### config.mk
export PLATFORM = sky130hd
export DESIGN_NAME = dec_pipe
export DESIGN_NICKNAME = d
export VERILOG_FILES = /design/src/rtl/dec_pkg.sv /design/src/rtl/dec_fifo2.sv /design/src/rtl/dec_pipe.sv
export SDC_FILE = /design/constraint.sdc
export NUM_CORES = 1
export LEC_CHECK = 0
export ABC_AREA = 0
export ABC_CLOCK_PERIOD_IN_PS = 3100
export CAP_MARGIN = 20
export CORE_ASPECT_RATIO = 0.8
export CORE_MARGIN = 2
export CORE_UTILIZATION = 32
export CTS_CLUSTER_DIAMETER = 200
export DETAILED_ROUTE_END_ITERATION = 8
export GPL_ROUTABILITY_DRIVEN = 0
export SKIP_LAST_GASP = 1
export SLEW_MARGIN = 20
export SYNTH_ARGS = -nofsm -noshare
export SYNTH_HDL_FRONTEND = slang
export SYNTH_HIERARCHICAL = 1
export SYNTH_SLANG_ARGS = --single-unit
### constraint.sdc
create_clock -name clk -period 3.1 [get_ports clk]
set_input_delay 0.62 -clock clk [delete_from_list [all_inputs] [get_ports clk]]
set_output_delay 0.62 -clock clk [all_outputs]
set_load 0.02 [all_outputs]
### src/rtl/dec_pkg.sv
`default_nettype none
// ============================================================================
// Module      : dec_pkg
// Description : Shared definitions for the dec_pipe decrement engine: mode
//               encodings and the {borrow, result} arithmetic function.
//               Both the datapath and its reference model use the function.
// Revision    : 1.0 - initial release
// ============================================================================
package dec_pkg;

  localparam logic MODE_WRAP = 1'b0;
  localparam logic MODE_SAT  = 1'b1;

  // Widest operand the shared function handles; narrower callers zero-extend
  // their operands and pass their real width.
  localparam int unsigned DEC_MAX_W = 64;

  // Returns {borrow, result}. Only the low 'width' bits of the result are
  // meaningful; the bits above are forced to zero.
  function automatic logic [DEC_MAX_W:0] dec_calc(
    input logic [DEC_MAX_W-1:0] data,
    input logic [DEC_MAX_W-1:0] step,
    input int unsigned          width,
    input logic                 mode
  );
    logic [DEC_MAX_W-1:0] mask;
    logic [DEC_MAX_W-1:0] diff;
    logic                 borrow;
    mask   = (width >= DEC_MAX_W) ? '1 : ((64'd1 << width) - 64'd1);
    borrow = (data & mask) < (step & mask);
    diff   = (data - step) & mask;
    if ((mode == MODE_SAT) && borrow) begin
      diff = '0;
    end
    return {borrow, diff};
  endfunction

endpackage : dec_pkg
`default_nettype wire

### src/rtl/dec_fifo2.sv
`default_nettype none
// ============================================================================
// Module      : dec_fifo2
// Description : Two-entry FIFO with registered occupancy count.
// Ports       : clk, rst_n (async active-low)
//               push/push_data  - write request and data (ignored when full)
//               pop             - read request (ignored when empty)
//               pop_data        - oldest entry, zero when empty
//               count/full/empty- occupancy status, all registered-derived
// Revision    : 1.0 - initial release
// ============================================================================
module dec_fifo2 #(
  parameter int unsigned DW = 3
) (
  input  logic          clk,
  input  logic          rst_n,
  input  logic          push,
  input  logic [DW-1:0] push_data,
  input  logic          pop,
  output logic [DW-1:0] pop_data,
  output logic [1:0]    count,
  output logic          full,
  output logic          empty
);

  logic [DW-1:0] r_mem [2];
  logic          r_wr_ptr;
  logic          r_rd_ptr;
  logic [1:0]    r_count;
  logic          w_do_push;
  logic          w_do_pop;

  assign full      = (r_count == 2'd2);
  assign empty     = (r_count == 2'd0);
  assign count     = r_count;
  assign w_do_push = push & ~full;
  assign w_do_pop  = pop & ~empty;

  always_ff @(posedge clk or negedge rst_n) begin
    if (!rst_n) begin
      r_mem[0] <= '0;
      r_mem[1] <= '0;
      r_wr_ptr <= 1'b0;
      r_rd_ptr <= 1'b0;
      r_count  <= 2'd0;
    end else begin
      if (w_do_push) begin
        r_mem[r_wr_ptr] <= push_data;
        r_wr_ptr        <= ~r_wr_ptr;
      end
      if (w_do_pop) begin
        r_rd_ptr <= ~r_rd_ptr;
      end
      case ({w_do_push, w_do_pop})
        2'b10:   r_count <= r_count + 2'd1;
        2'b01:   r_count <= r_count - 2'd1;
        default: r_count <= r_count;
      endcase
    end
  end

  // Empty buffer presents zeros rather than whatever stale entry the read
  // pointer happens to address.
  assign pop_data = empty ? '0 : r_mem[r_rd_ptr];

endmodule : dec_fifo2
`default_nettype wire

### src/rtl/dec_pipe.sv
`default_nettype none
// ============================================================================
// Module      : dec_pipe
// Description : Streaming decrement engine. Each accepted operand yields
//               (in_data - in_step) with a borrow flag, in wrap or saturate
//               mode, buffered in a 2-entry output FIFO (latency 1 cycle).
// Ports       : clk, rst_n (async active-low)
//               mode_wr/mode_sat       - mode register load
//               in_valid/in_ready/in_data/in_step - operand handshake
//               out_valid/out_ready/out_data/out_borrow - result handshake
//               mode_q                 - current mode register
// Revision    : 1.0 - initial release
// ============================================================================
module dec_pipe
  import dec_pkg::*;
#(
  parameter int unsigned WIDTH       = 2,
  parameter int unsigned DEPTH       = 2,
  parameter logic        SAT_DEFAULT = 1'b0
) (
  input  logic             clk,
  input  logic             rst_n,
  input  logic             mode_wr,
  input  logic             mode_sat,
  input  logic             in_valid,
  output logic             in_ready,
  input  logic [WIDTH-1:0] in_data,
  input  logic [WIDTH-1:0] in_step,
  output logic             out_valid,
  input  logic             out_ready,
  output logic [WIDTH-1:0] out_data,
  output logic             out_borrow,
  output logic             mode_q
);

  generate
    if (DEPTH != 2) begin : g_bad_depth
      $error("dec_pipe: DEPTH must be 2");
    end
    if ((WIDTH < 1) || (WIDTH > DEC_MAX_W)) begin : g_bad_width
      $error("dec_pipe: WIDTH out of range");
    end
  endgenerate

  logic                 r_mode;
  logic [DEC_MAX_W-1:0] w_data_ext;
  logic [DEC_MAX_W-1:0] w_step_ext;
  logic [DEC_MAX_W:0]   w_calc;
  logic [WIDTH:0]       w_entry;
  logic [WIDTH:0]       w_head;
  logic [1:0]           w_count;
  logic                 w_empty;
  logic                 w_unused_full;
  logic                 w_push;
  logic                 w_pop;

  // The register update and the accept share an edge, so an accept in the
  // same cycle as mode_wr still computes with the old mode.
  always_ff @(posedge clk or negedge rst_n) begin
    if (!rst_n) begin
      r_mode <= SAT_DEFAULT;
    end else if (mode_wr) begin
      r_mode <= mode_sat;
    end
  end

  assign mode_q     = r_mode;
  assign w_data_ext = DEC_MAX_W'(in_data);
  assign w_step_ext = DEC_MAX_W'(in_step);
  assign w_calc     = dec_calc(w_data_ext, w_step_ext, WIDTH, r_mode);
  assign w_entry    = {w_calc[DEC_MAX_W], w_calc[WIDTH-1:0]};

  generate
    if (WIDTH < DEC_MAX_W) begin : g_hi_bits
      // Upper result bits are always zero for this width.
      logic w_unused_hi;
      assign w_unused_hi = ^w_calc[DEC_MAX_W-1:WIDTH];
    end
  endgenerate

  // in_ready looks only at the registered count: no out_ready -> in_ready path.
  assign in_ready  = (w_count < 2'd2);
  assign out_valid = ~w_empty;
  assign w_push    = in_valid & in_ready;
  assign w_pop     = out_valid & out_ready;

  dec_fifo2 #(
    .DW (WIDTH + 1)
  ) u_fifo (
    .clk       (clk),
    .rst_n     (rst_n),
    .push      (w_push),
    .push_data (w_entry),
    .pop       (w_pop),
    .pop_data  (w_head),
    .count     (w_count),
    .full      (w_unused_full),
    .empty     (w_empty)
  );

  assign out_borrow = w_head[WIDTH];
  assign out_data   = w_head[WIDTH-1:0];

endmodule : dec_pipe
`default_nettype wire

* Word-level counts from Yosys, hierarchy flattened
Cells that the tools add are included.
** Storage, ports and cells
- Flip-flop bits (word level) :: 11
- Latch bits :: 0
- RAM bits :: 0
- ROM bits :: 0
- Input port bits :: 10
- Output and inout bits :: 6
- Memories kept :: 0
** Cells by class
- Add/subtract/negate cells :: 3
- Multipliers :: 0
- Divide/modulo/power cells :: 0
- Magnitude comparators :: 5
- Equal/unequal tests :: 3
- Shifts and indexed selects :: 0
- Muxes and demuxes :: 9
- Bitwise gates (word level) :: 10
- Reduce and logical (&&, ||, !) cells :: 4
** Operator list (count)
- $mux 3 :: 5
- $bwmux 6 :: 1
- $and 1x1->1 :: 4
- $eq 2x2->1 const B :: 2
- $ge 2x2->1 const B :: 2
- $not 1->1 :: 4
- $not 1->2 :: 2
- $pmux 2 s2 :: 1
- $demux 3 s1 :: 1
- $add 2x1->2 const B :: 1
- $eq 2x1->1 const B :: 1
- $logic_and 1x1->1 :: 2
- $logic_not 2->1 :: 1
- $lt 2x1->1 const B :: 1
- $lt 2x2->1 :: 1
- $lt 2x2->1 const B :: 1
- $mux 2 :: 1
- $reduce_bool 2->1 :: 1
- $sub 2x1->2 const B :: 1
- $sub 2x2->2 :: 1

* Longest topological paths before layout
Gate-level depths: netlist of the first run.
- Depth in word-level cells :: 6
- Depth in mapped cells :: 7

* Modules after synthesis
The synthesis of the first run kept the hierarchy.
** Modules (own cells, without submodules)
- dec_fifo2 :: times used 1, cells an instance 37, area each 479.2 um^2, seq. area each 250.2 um^2
- dec_pipe :: times used 1, cells an instance 14, area each 120.1 um^2, seq. area each 25.0 um^2

* Worst setup path after synthesis of the first run
No wires, ideal clock.
- Path type :: input to register
- From :: in in_data[0]
- To :: reg u_fifo/r_mem[4] (netlist bit)
- Arrival time :: 1685 ps
- Required time :: 2972 ps
- Path slack :: 1287 ps
- Cell stages on the path :: 6
- Buffers on the path :: 0
- Cells stage by stage :: inv_1 > ha_1 > inv_1 > fa_1 > a21boi_0 > mux2_1
** Between the ends
- Longest elaborated chain between the ends :: 4
** Ends and longest elaborated chain
- start: declaration :: RTL line dec_pipe.sv:27 : input logic [WIDTH-1:0] in_data,
- $lt 2x2->1 :: RTL line dec_pkg.sv:30 : borrow = (data & mask) < (step & mask);
- $logic_and 1x1->1 :: RTL line dec_pkg.sv:32 : if ((mode == MODE_SAT) && borrow) begin
- $mux 2 * :: RTL line dec_pkg.sv:32
- named net w_calc[1] :: RTL line dec_pipe.sv:48 : logic [DEC_MAX_W:0] w_calc;
- $bwmux 6 * :: RTL line dec_fifo2.sv:48 : r_mem[r_wr_ptr] <= push_data;
- end signal: indexed assignment :: RTL line dec_fifo2.sv:48
- end: declaration :: RTL line dec_fifo2.sv:26 : logic [DW-1:0] r_mem [2];
Mark *: on every way through the listed nets, which the timed path passes. The rest lies on a longest branch.
A chain may end at the register's enable or synchronous reset.

* Final worst setup path of the first run
- From :: reg u_fifo.r_count[1], in the netlist u_fifo/count[1]
- To :: out out_borrow
** Between the ends
- Longest elaborated chain between the ends :: 2
** Ends and longest elaborated chain
- start: declaration :: RTL line dec_fifo2.sv:29 : logic [1:0] r_count;
- start signal: assignment :: RTL line dec_fifo2.sv:55 : 2'b10: r_count <= r_count + 2'd1;
- start signal: assignment :: RTL line dec_fifo2.sv:56 : 2'b01: r_count <= r_count - 2'd1;
- start signal: assignment :: RTL line dec_fifo2.sv:57 : default: r_count <= r_count;
- $logic_not 2->1 :: RTL line dec_fifo2.sv:34 : assign empty = (r_count == 2'd0);
- named net w_empty :: RTL line dec_pipe.sv:52 : logic w_empty;
- $mux 3 :: RTL line dec_fifo2.sv:64 : assign pop_data = empty ? '0 : r_mem[r_rd_ptr];
- end: declaration :: RTL line dec_pipe.sv:32 : output logic out_borrow,
The timed path passes the listed nets, and every way through them passes these cells.

==> out/metrics.yaml, run 1 <==
finish:
  fillCellCount: 166
  finalNonFillerCells: 91
  final_cell_area_sq_um: 800
  diodes: 0
  final_common_cell: "clkdlybuf4s50_1"
  drive_gt1_share_pct: 14.5
  fin_nets: 83
  final_cell_mix: "clkdlybuf4s50_1 (15), dfrtp_1 (11), inv_1 (6), nor2_1 (5)"
  area_delta_synth_final_pct: 33.4
clock_tree:
  clockRootBuffer: "clkbuf_4"
  cts_tree: "built"
  numClockSinks: 11
  cts_buffer_depth: 2
  insertion_delay_ns: 0.27
  htreeDepth: 1
  hold_buffers: 0
  clk_pin_slew_ns: 0.07
  post_cts_resized: 0
  postCtsSetupBuffers: 0
  numCtsBuffers: 3
timing:
  maxSlewHeadroom_pct: 68.2
  max_freq_mhz: 419
  layout_setup_ws_ns: 0.711
  finalClockSkew_ns: 0.00377
  setup-tns-final_ns: 0
  tightest_slew_ns: 0.476
  rsz0062_at_grt: "no"
  setup_violations: 0
  min_period_ns: 2.39
  post-route-period-util_pct: 77.1
  hold_viol: 0
  slew_viol_final: 0
hold_path:
  hold_depth: 1
  holdPathEnd: "u_fifo/r_mem[3]"
  min_from: "u_fifo/r_mem[3]"
  hp-class: "flip-flop to flip-flop"
detailed_routing:
  viasPerCell: 4.36
  post_drt_wl_per_cell_microns: 11.1
  finalWirelength_microns: 1010
  drt_iter0_markers: 1
  drc: 0
  ant_nets: 0
  drt_pass1_iterations: 2
  vias: 397
power_and_ir_drop:
  p_leak_nw: 0.373
  p_total_mw: 0.756
  peakVddDrop_uv: 389
  power.density_mw_per_mm2: 946
setup_path:
  crit_slowest_cell: "clkdlybuf4s50_1"
  reg2reg_depth: 6
  r2r-start: "u_fifo/count[1]"
  r2r-end: "u_fifo/count[1]"
  cp_max_fo: 6
  startpoint: "u_fifo/count[1]"
  crit_top_cell: "nor2_1"
  cp_cell_sequence: "nor2_1 -> nor2_1 -> clkdlybuf4s50_1"
  endpoint_kind: "output pin"
  reg2reg_slack_ns: 1.27
  critical_path_arrival_ns: 1.77
  start_kind: "flip-flop"
  critPathMaxStageDelay_ns: 0.55
  worstSetupPathType: "flip-flop to output pin"
  required_ns: 2.48
synth:
  ys_seq_area_share_pct: 45.9
  synth_cell_types: 20
  avgSynthCellArea_sq_um: 11.8
  netlist.top_cell.by_area: "dfrtp_1"
  synth_cells: 51
  ys_seq_elements: 11
  syn-cell-area_sq_um: 599
  syn_nets: 64
  yosys_warnings: 6
  synth.area.top_cells: "dfrtp_1 (46%), mux2_1 (5.6%), mux2_2 (5.6%), mux2i_1 (5.0%), xnor2_1 (4.4%)"
  yosysTopAreaCellShare_pct: 45.9
global_route:
  antenna_found_initial: 0
  grt_usage_pct: 11.1
  grt_start_max_net_pins: 12
  grt_pass1_vias: 416
  gr-total-overflow: 0
  grt_pass1_wl_microns: 1790
floorplan:
  die_width_microns: 52.4
  rows: 13
  io_pins: 16
  die-area_sq_mm: 0.00224
  coreArea_sq_mm: 0.00169
  fp.dieH_microns: 42.7
  start_util_pct: 35.4
place:
  dp_hpwl_microns: 845
  dp_slack_ns: 0.758
  io_buffers: 15
  dpl_cell_area_sq_um: 773
  placed_cells: 87
run:
  cap_violations: 0
run_status:
  status: "finished, final reports clean"
[worst max-delay path by stage]
| stage | end | slack [ns] | cells after the start |
|---|---|---|---|
| 6_report | out_borrow | 0.71 | 3 |
| 4_1_cts | out_borrow | 0.67 | 3 |
| 5_1_grt | out_borrow | 0.61 | 3 |
| 3_3_place_gp | u_fifo/r_mem[4] | 0.80 | 7 |
| 3_5_place_dp | u_fifo/r_mem[4] | 0.76 | 7 |
| 2_1_floorplan | u_fifo/r_mem[4] | 1.29 | 6 |
[kinds of logic (layout without fill, tap and decap cells)]
family          Yosys count  after routing  share of synthesized area [%]
simple gates             12             12                           13.4
flops                    11             11                           45.9
mux                      10             10                           18.8
buf+inv                   8             26                           5.01
xor+xnor                  5              5                           7.31
fa+ha+maj                 3              3                           7.52
compound gates            2              2                           2.09
[through the flow]
| step | hold WS [ns] | util, % |
|---|---|---|
| 5_1_grt | 0.503 | 47.3 |
| 3_5_place_dp | 0.479 | 45.7 |
| 4_1_cts | 0.492 | 47.3 |
| 6_report | 0.491 | 47.3 |
| 2_1_floorplan | 0.324 | - |
| 3_3_place_gp | 0.471 | 45.7 |
[state kept, by name, indices dropped and copies added (netlist names)]
signal and count:
u_fifo/count 2, u_fifo/r_rd_ptr 1, u_fifo/r_wr_ptr 1, u_fifo/r_mem 6
mode_q 1
[per-layer routing]
| layer | routed length [microns] | share of wire (%) | up-vias | track usage, % |
|---|---|---|---|---|
| met3 | 64 | 6.3 | 0 | 5.63 |
| met1 | 485 | 48 | 185 | 14.7 |
| met4 | 0 | 0 | 0 | 3.08 |
| li1 | - | - | 203 | - |
| met5 | 0 | 0 | - | 0 |
| met2 | 460 | 46 | 9 | 15.8 |
[critical path, delay by kind of cell (launching register included)]
family / cells / cell delay, ns
buffers and inverters: 1 / 0.55
and+or+nand+nor: 2 / 0.49
DFF: 1 / 0.46
[area by class of cell]
class / instances / area (sq um) / area share, %
repair buffers: 15 / 150 / 18.8
clock buffers: 4 / 26.3 / 3.29
flip-flops and latches: 11 / 275 / 34.4
well taps: 22 / 27.5 / 3.44
multi-input cells: 32 / 294 / 36.8
inverters: 7 / 26.3 / 3.29
[synthesized netlist by cell type]
library cell   n
mux2_4         1
mux2_1         3
dfrtp_1       11
xnor2_1        3
mux2_2         3
nor3b_4        1
mux2i_1        3
nand2b_4       1
fa_1           1
nand2_1        1
a21boi_0       1
xor2_1         2
a21oi_1        1
inv_1          6
nor2b_1        3
clkbuf_1       1
ha_1           2
inv_2          1
nor2_1         5
and3_1         1
[power by group]
part           switching, mW  internal [mW]
clock                 0.0445         0.0498
combinational          0.176          0.210
sequential            0.0631          0.213
total                  0.283          0.473
Power figures use the tool's default switching activity.
==> inputs of run 2 (changes only) <==
--- a/config.mk
+++ b/config.mk
@@ -6,7 +6,7 @@
 export NUM_CORES = 1
 export LEC_CHECK = 0
 export ABC_AREA = 0
-export ABC_CLOCK_PERIOD_IN_PS = 3100
+export ABC_CLOCK_PERIOD_IN_PS = 2400
 export CAP_MARGIN = 20
 export CORE_ASPECT_RATIO = 0.8
 export CORE_MARGIN = 2
==> constraint.sdc (replaced) <==
create_clock -name clk -period 2.4 [get_ports clk]
set_input_delay 0.48 -clock clk [delete_from_list [all_inputs] [get_ports clk]]
set_output_delay 0.48 -clock clk [all_outputs]
set_load 0.02 [all_outputs]
==> run 2 against run 1 <==
Final cell count stayed put. Core utilization is 0.074 points higher. Worst hold slack hardly changed. Largest power group unchanged.
==> out/metrics.yaml, run 2 (same netlist as run 1, synthesis figures left out) <==
run_status:
  status: "finished, final reports clean"
clock_tree:
  insertion_delay_ns: 0.26  # about the same
  clk_pin_slew_ns: 0.07  # about the same
  clockRootBuffer: "clkbuf_4"
  cts_tree: "built"
  htreeDepth: 1  # unchanged
  post_cts_resized: 0  # unchanged
  postCtsSetupBuffers: 0  # unchanged
  cts_buffer_depth: 2  # unchanged
  numClockSinks: 11  # unchanged
  hold_buffers: 0  # unchanged
  numCtsBuffers: 3  # unchanged
hold_path:
  hold_depth: 1  # unchanged
  min_from: "u_fifo/r_mem[5]"
  hp-class: "flip-flop to flip-flop"
  holdPathEnd: "u_fifo/r_mem[5]"
setup_path:
  endpoint_kind: "output pin"
  reg2reg_depth: 6  # unchanged
  critical_path_arrival_ns: 1.73  # -0.04 ns
  reg2reg_slack_ns: 0.61  # -0.66 ns
  r2r-start: "u_fifo/count[1]"
  r2r-end: "u_fifo/count[1]"
  required_ns: 1.92  # -0.56 ns
  worstSetupPathType: "flip-flop to output pin"
  start_kind: "flip-flop"
  cp_max_fo: 6  # unchanged
detailed_routing:
  post_drt_wl_per_cell_microns: 10.7  # -3.9%
  drt_pass1_iterations: 2  # unchanged
  viasPerCell: 4.47  # +2.5%
  ant_nets: 0  # unchanged
  drc: 0  # unchanged
  drt_iter0_markers: 4  # +3
  vias: 407  # +2.5%
  finalWirelength_microns: 971  # -3.9%
global_route:
  grt_usage_pct: 10.7  # -0.39 points
  grt_pass1_vias: 409  # -1.7%
  gr-total-overflow: 0  # unchanged
  antenna_found_initial: 0  # unchanged
  grt_start_max_net_pins: 12  # unchanged
  grt_pass1_wl_microns: 1680  # -5.8%
finish:
  final_util_pct: 47.3  # +0.074 points
  max_flop_register: "u_fifo/r_mem"
  final_common_cell: "clkdlybuf4s50_1"
  final_cell_mix: "clkdlybuf4s50_1 (15), dfrtp_1 (11), inv_1 (6), nor2_1 (5)"
  area_delta_synth_final_pct: 33.6
  drive_gt1_share_pct: 15.9  # +1.4 points
  final_cell_area_sq_um: 801  # +0.16%
  finalNonFillerCells: 91  # unchanged
  fin_nets: 83  # unchanged
  diodes: 0  # unchanged
  largest_register_ffs: 6  # unchanged
place:
  io_buffers: 15  # unchanged
  dp_hpwl_microns: 801  # -5.2%
  placed_cells: 87  # unchanged
  dpl_cell_area_sq_um: 773  # unchanged
  dp_slack_ns: 0.189  # -0.569 ns
power_and_ir_drop:
  switching_share_pct: 37.5  # about the same
  pwr-share-seq_pct: 36.7  # +0.2 points
  peakVddDrop_uv: 467  # +20%
  p_int_mw: 0.607  # +28%
  p_total_mw: 0.972  # +29%
  switching_power_mw: 0.365  # +29%
  pwr-share-clk_pct: 12.6  # about the same
  combPwrFrac_pct: 50.8  # -0.3 points
  p_leak_nw: 0.375  # +0.73%
  power.density_mw_per_mm2: 1210  # +28%
floorplan:
  start_util_pct: 35.4  # unchanged
  coreArea_sq_mm: 0.00169  # unchanged
  io_pins: 16  # unchanged
  die_width_microns: 52.4  # unchanged
  fp.dieH_microns: 42.7  # unchanged
  rows: 13  # unchanged
  die-area_sq_mm: 0.00224  # unchanged
timing:
  slew_viol_final: 0  # unchanged
  setup-tns-final_ns: 0  # unchanged
  hold_viol: 0  # unchanged
  finalClockSkew_ns: 0.00609  # +0.00232 ns
  post-route-period-util_pct: 92.3
  max_freq_mhz: 452
  maxSlewHeadroom_pct: 66.8  # -1.3 points
  layout_setup_ws_ns: 0.186  # -0.526 ns
  setup_violations: 0  # unchanged
  tightest_slew_ns: 0.496  # +0.0200 ns
  whs_ns: 0.491  # +0.000203 ns
  rsz0062_at_grt: "no"
  min_period_ns: 2.21
run:
  cap_violations: 0  # unchanged
run 2: power by group through the flow:
stage / clock, mW / sequential, mW / combinational, mW
after global placement: 0 / 0.358 / 0.497
after global routing: 0.138 / 0.366 / 0.544
after CTS: 0.128 / 0.357 / 0.503
final: 0.122 / 0.356 / 0.493
after detailed placement: 0 / 0.361 / 0.501
after floorplan: 0 / 0.333 / 0.355
run 2: critical path, stage by stage, from the launching register on:
cell	delay [ns]
dfrtp_1	0.46
nor2_1	0.36
nor2_1	0.09
clkdlybuf4s50_1	0.55
run 2: worst max path at each step:
stage	from	to	slack, ns	depth (start not counted)
finish	u_fifo/count[1]	out_borrow	0.19	3
global route	u_fifo/count[1]	out_borrow	0.04	3
CTS	u_fifo/count[1]	out_borrow	0.14	3
detailed placement	in_data[0]	u_fifo/r_mem[4]	0.19	7
global placement	in_data[0]	u_fifo/r_mem[4]	0.23	7
floorplan	in_data[0]	u_fifo/r_mem[4]	0.73	6
run 2: per-layer routing:
layer  GRT usage [%]  vias to the layer above  part of all wire, %
met2            16.0                        9                   46
met1            12.8                      196                   47
met4            3.08                        0                    0
li1                -                      202                    -
met3            6.34                        0                  6.2
met5               0                        -                    0
run 2: cell type report:
type	count	area [sq um]
fill	174	891
multi-input combinational	32	294
sequential	11	275
timing repair buffer	15	150
tap	22	27.5
inverter	7	26.3
clock buffer	3	22.5
clock inverter	1	5.00
